### config.mk
export PLATFORM = sky130hd
export DESIGN_NAME = descrambler_sync_ctrl
export DESIGN_NICKNAME = d
export VERILOG_FILES = /design/src/rtl/descrambler_pkg.sv /design/src/rtl/prbs15_descrambler.sv /design/src/rtl/descrambler_sync_ctrl.sv
export SDC_FILE = /design/constraint.sdc
export NUM_CORES = 1
export LEC_CHECK = 0
export ABC_AREA = 0
export BUFFER_PORTS_ARGS = -buffer_cell sky130_fd_sc_hd__buf_2
export CAP_MARGIN = 5
export CORE_MARGIN = 1.5
export CORE_UTILIZATION = 46
export DETAILED_ROUTE_END_ITERATION = 8
export PLACE_DENSITY = 0.64
export RECOVER_POWER = 100
export SYNTH_ARGS = -nofsm -noshare
export SYNTH_HDL_FRONTEND = slang
export SYNTH_SLANG_ARGS = --single-unit
export TNS_END_PERCENT = 30
### constraint.sdc
create_clock -name clock_in -period 4.7 [get_ports clock_in]
set_input_delay 0.94 -clock clock_in [delete_from_list [all_inputs] [get_ports clock_in]]
set_output_delay 0.94 -clock clock_in [all_outputs]
set_load 0.05 [all_outputs]
### src/rtl/descrambler_pkg.sv
// Shared constants and types for the PRBS15 descrambler sync controller.
package descrambler_pkg;

    // PRBS15 polynomial x^15 + x^14 + 1: history length and tap positions
    localparam int PRBS_LEN    = 15;
    localparam int PRBS_TAP_HI = 15;
    localparam int PRBS_TAP_LO = 14;

    // Accepted bits needed to fill descrambler history after reset
    localparam int FLUSH_BITS  = 15;

    typedef enum logic [1:0] {
        FLUSH,
        HUNT,
        CONFIRM,
        LOCKED
    } desc_state_t;

endpackage

### src/rtl/prbs15_descrambler.sv
// Self-synchronising PRBS15 descrambler: shift register of received
// scrambled bits plus the tap XOR. The decoded bit is combinational.
module prbs15_descrambler
    import descrambler_pkg::*;
(
    input  logic clock_in,
    input  logic reset_n,
    input  logic shift_en,
    input  logic data_in,
    output logic decoded
);

    logic [PRBS_LEN-1:0] sr;

    // Keep the last PRBS_LEN received (scrambled) bits
    always_ff @(posedge clock_in or negedge reset_n) begin
        if (!reset_n) begin
            sr <= '0;
        end else if (shift_en) begin
            sr <= {sr[PRBS_LEN-2:0], data_in};
        end
    end

    assign decoded = data_in ^ sr[PRBS_TAP_HI-1] ^ sr[PRBS_TAP_LO-1];

endmodule

### src/rtl/descrambler_sync_ctrl.sv
// Receive-path sequencer: flushes descrambler history, hunts for the frame
// sync word in the descrambled stream, confirms it over LOCK_HITS frames,
// then tracks lock and flags payload bits and frame starts.
//
// Flow control: a bit is accepted only when enable_in and data_valid_in
// are both high in the same cycle. No state moves on other cycles, and
// decoded_valid_out / frame_start_out are 0 on the output cycle after them.
// All outputs are registered one clock after the accepted input bit.
module descrambler_sync_ctrl
    import descrambler_pkg::*;
#(
    parameter logic [15:0] SYNC_WORD   = 16'hEB90,
    parameter int          SYNC_LEN    = 16,
    parameter int          FRAME_LEN   = 256,
    parameter int          LOCK_HITS   = 2,
    parameter int          LOSS_MISSES = 3
) (
    input  logic        clock_in,
    input  logic        reset_n,
    input  logic        enable_in,
    input  logic        data_valid_in,
    input  logic        data_in,
    output logic        decoded_out,
    output logic        decoded_valid_out,
    output logic        frame_start_out,
    output logic        locked_out,
    output logic [15:0] miss_count_out
);

    localparam int CNT_W  = $clog2(FRAME_LEN);
    localparam int HIT_W  = $clog2(LOCK_HITS + 1);
    localparam int MISS_W = $clog2(LOSS_MISSES + 1);

    localparam logic [CNT_W-1:0]    LAST_BIT   = CNT_W'(FRAME_LEN - 1);
    localparam logic [HIT_W-1:0]    HIT_TARGET = HIT_W'(LOCK_HITS);
    localparam logic [MISS_W-1:0]   MISS_LIMIT = MISS_W'(LOSS_MISSES);
    localparam logic [SYNC_LEN-1:0] SYNC_PAT   = SYNC_WORD[SYNC_LEN-1:0];
    localparam logic [3:0]          FLUSH_LAST = 4'(FLUSH_BITS - 1);

    // FSM state is kept as a named signal so checkers can bind to it
    desc_state_t         state;
    logic                accept;
    logic                d;
    logic                match;
    logic                at_boundary;
    logic [SYNC_LEN-1:0] hunt_reg;
    logic [SYNC_LEN-1:0] hunt_next;
    logic [CNT_W-1:0]    bit_cnt;
    logic [3:0]          flush_cnt;
    logic [HIT_W-1:0]    hit_cnt;
    logic [HIT_W-1:0]    hit_inc;
    logic [MISS_W-1:0]   miss_cnt;
    logic [MISS_W-1:0]   miss_inc;

    assign accept = enable_in & data_valid_in;

    prbs15_descrambler u_descrambler (
        .clock_in (clock_in),
        .reset_n  (reset_n),
        .shift_en (accept),
        .data_in  (data_in),
        .decoded  (d)
    );

    // Sync comparison looks at the window including the current bit
    assign hunt_next   = SYNC_LEN'({hunt_reg, d});
    assign match       = (hunt_next == SYNC_PAT);
    assign at_boundary = (bit_cnt == LAST_BIT);
    assign hit_inc     = hit_cnt + HIT_W'(1);
    assign miss_inc    = miss_cnt + MISS_W'(1);

    // Sliding window of the most recent descrambled bits
    always_ff @(posedge clock_in or negedge reset_n) begin
        if (!reset_n) begin
            hunt_reg <= '0;
        end else if (accept) begin
            hunt_reg <= hunt_next;
        end
    end

    // Sync FSM with counters and registered outputs
    always_ff @(posedge clock_in or negedge reset_n) begin
        if (!reset_n) begin
            state             <= FLUSH;
            flush_cnt         <= '0;
            bit_cnt           <= '0;
            hit_cnt           <= '0;
            miss_cnt          <= '0;
            decoded_out       <= 1'b0;
            decoded_valid_out <= 1'b0;
            frame_start_out   <= 1'b0;
            locked_out        <= 1'b0;
            miss_count_out    <= '0;
        end else begin
            decoded_valid_out <= 1'b0;
            frame_start_out   <= 1'b0;
            if (accept) begin
                decoded_out <= d;
                case (state)
                    FLUSH: begin
                        if (flush_cnt == FLUSH_LAST) begin
                            state <= HUNT;
                        end else begin
                            flush_cnt <= flush_cnt + 4'd1;
                        end
                    end
                    HUNT: begin
                        if (match) begin
                            bit_cnt <= '0;
                            hit_cnt <= HIT_W'(1);
                            if (LOCK_HITS == 1) begin
                                state             <= LOCKED;
                                locked_out        <= 1'b1;
                                frame_start_out   <= 1'b1;
                                decoded_valid_out <= 1'b1;
                                miss_cnt          <= '0;
                            end else begin
                                state <= CONFIRM;
                            end
                        end
                    end
                    CONFIRM: begin
                        if (at_boundary) begin
                            bit_cnt <= '0;
                            if (match) begin
                                hit_cnt <= hit_inc;
                                if (hit_inc == HIT_TARGET) begin
                                    state             <= LOCKED;
                                    locked_out        <= 1'b1;
                                    frame_start_out   <= 1'b1;
                                    decoded_valid_out <= 1'b1;
                                    miss_cnt          <= '0;
                                end
                            end else begin
                                // A miss here is not re-tested as a hunt match
                                state   <= HUNT;
                                hit_cnt <= '0;
                            end
                        end else begin
                            bit_cnt <= bit_cnt + CNT_W'(1);
                        end
                    end
                    LOCKED: begin
                        // Every bit of a locked frame is qualified, even the losing boundary bit
                        decoded_valid_out <= 1'b1;
                        if (at_boundary) begin
                            bit_cnt <= '0;
                            if (match) begin
                                frame_start_out <= 1'b1;
                                miss_cnt        <= '0;
                            end else begin
                                miss_cnt <= miss_inc;
                                if (miss_count_out != 16'hFFFF) begin
                                    miss_count_out <= miss_count_out + 16'd1;
                                end
                                if (miss_inc == MISS_LIMIT) begin
                                    state      <= HUNT;
                                    locked_out <= 1'b0;
                                    hit_cnt    <= '0;
                                end
                            end
                        end else begin
                            bit_cnt <= bit_cnt + CNT_W'(1);
                        end
                    end
                    default: begin
                        state <= FLUSH;
                    end
                endcase
            end
        end
    end

endmodule

==> impl_metrics.yaml <==
grt:
  grt_pass1_wl_um: 11320
  grt_overflow: 0
  antenna_found_initial: 0
  track_usage_pct: 18.92
  grt_pass1_vias: 2387
  grt_max_degree: 44
sta:
  layout_min_cycle_time_ps: 3183
  fin_skew_ps: 11.44
  finalSetupViolations: 0
  min_period_over_period_pct: 67.72
  slew_headroom_pct: -21.29
  setup_tns_ps: 0
  fmax_ghz: 0.3142
  hold_viol_final: 0
  rsz0062_at_grt: "no"
  worst_slew_pin_slew_ps: 1819
  maxSlewViolCount: 116
logic_synthesis:
  synth.distinct_cells: 54
  ys.flop_type: "dfrtp_1"
  synthesis.area_mm2: 0.003371
  yosysSeqAreaShare_pct: 49.74
  ys_ff_latch: 67
  async_flop_share_pct: 100.0
  synth_edf_count: 0
  ys_warn_count: 0
  syn_avg_cell_area_um2: 9.631
  synth_cells: 350
  syn-num-nets: 365
finish:
  final_core_util_pct: 52.33
  final_layout_size_suffix_gt1_share_pct: 8.639
  layout.cells.non_filler: 481
  final_cell_mix: "nand2_1 (106), dfrtp_1 (67), clkbuf_1 (26)"
  final_common_cell: "nand2_1"
  largest_register_ffs: 16
  fin_area_mm2: 0.003755
  diodes: 0
  syn_to_final_growth_pct: 11.40
  nets: 392
outcome:
  violations: "max-capacitance violations, max-slew violations"
  status: "finished with violations"
floorplan:
  core.rowCount: 31
  dieArea_mm2: 0.007850
  die_w_um: 88.60
  num_io_pins: 25
  die_y_um: 88.60
  fp.coreArea_mm2: 0.007176
  start_util_pct: 46.97
route:
  drtAntennaViolNets: 0
  vias: 2576
  totalWireLength_um: 6722
  drt_iter0_drc: 130
  wire_per_inst_um: 13.98
  dr.pass1.iters: 4
  routed_via_density: 5.356
  drc: 0
power_and_ir_drop:
  vdd_drop_max_mv: 0.2065
  power-per-cell-area_mw_per_mm2: 515.4
  finalPower_mw: 1.935
  power.leakage_nw: 1.778
worst_setup_path:
  start_kind: "primary input"
  cp.arrival_ps: 3400
  path_max_fanout: 36
  setup.worst_path.class: "in2reg"
  cp.required_ps: 4920
  cp-end-kind: "flip-flop"
job:
  cap_violations: 3
place:
  post-dp-hpwl_um: 4455
  gp_congestion: 0.8333
  place_inst: 465
  port_buffers: 24
  placed_cell_area_mm2: 0.003586
cts:
  cts_tree: "built"
  cts_resized: 0
  cts_buffers: 9
  cts_sinks: 67
  cts_hold_buffers: 0
  clk_pin_slew_ps: 70
  cts-root-buf: "clkbuf_8"
  clk_latency_ps: 350
  clockBufferDepth: 2
  cts_max_level: 3
  cts_setup_buffers: 0
worst_hold_path:
  worstHoldPathType: "reg2reg"
-- synth_stat cells, types with 2 or more instances --
cell,count,share of area (%)
o31ai_1,2,0.45
and4bb_2,3,1.1
mux2i_1,3,0.89
ha_1,10,3.7
clkbuf_1,8,0.89
a21oi_1,3,0.45
nand2b_1,3,0.56
buf_2,2,0.30
nand3_1,9,1.3
and3_1,3,0.56
o21ai_0,14,2.1
and4_1,2,0.52
nor3_1,9,1.3
nor4_1,11,2.0
nand4_1,8,1.5
nand3_2,2,0.59
or3_1,2,0.37
nor2_1,10,1.1
o2111ai_1,2,0.52
nand2_1,106,12
xor2_1,14,3.6
a221o_1,3,0.89
o2bb2ai_1,2,0.52
a22oi_1,3,0.67
inv_1,13,1.4
a31oi_1,4,0.74
xnor2_1,5,1.3
dfrtp_1,67,50
a32o_1,2,0.59
-- report_power, final --
group | switching (mW) | internal, mW
Combinational | 0.387 | 0.219
Clock | 0.222 | 0.314
Sequential | 0.101 | 0.692
Total | 0.710 | 1.23
-- worst max-delay path, cell delays in order --
cell,delay (ps)
clkbuf_1,110
and2_1,130
clkbuf_1,1110
o21a_1,300
nand2_1,100
a2111oi_4,350
mux2_1,360
-- layout make-up --
| cell class | count | area (um^2) |
|---|---|---|
| clock buffers | 12 | 145.1 |
| inverters | 13 | 48.80 |
| well taps | 99 | 123.9 |
| flip-flops and latches | 67 | 1677 |
| multi-input cells | 259 | 1579 |
| clock inverters | 4 | 73.82 |
| repair buffers | 27 | 107.6 |
| fillers | 671 | 3421 |
-- cells by family after synthesis --
logic type / Yosys count / share of synthesized area, %
fa+ha+maj: 10 / 3.712
simple gates: 177 / 25.28
mux: 5 / 1.670
compound gates: 46 / 10.47
xor+xnor: 21 / 6.162
flops: 67 / 49.74
buf+inv: 24 / 2.970
-- final timing paths --
path,startpoint,end,cells past startpoint,slack (ps)
max,enable_in,hit_cnt[1],7,1520
min,u_descrambler.sr[3],u_descrambler.sr[4],2,460
max reg2reg,state[0],miss_count_out[15],6,2330
min reg2reg,u_descrambler.sr[3],u_descrambler.sr[4],2,460
max in group asynchronous,reset_n,u_descrambler.sr[9],2,2350
min in group asynchronous,reset_n,bit_cnt[2],1,1070
-- through the flow --
stage	setup slack, ps	hold slack (ps)
floorplan	2425	438.0
global placement	2083	448.5
finish	1517	463.5
global route	1338	495.7
CTS	2411	469.9
detailed placement	2044	451.1
-- metal layers --
metal | routed length [um] | up-vias | track usage (%) | share of wire [%]
met1 | 3313 | 1225 | 26.23 | 49
met4 | 121 | 0 | 8.949 | 1.8
met2 | 2992 | 56 | 28.24 | 45
met3 | 296 | 11 | 4.291 | 4.4
li1 | - | 1284 | - | -
met5 | 0 | - | 0 | 0
Note: power is estimated with default switching activity, not from simulation.
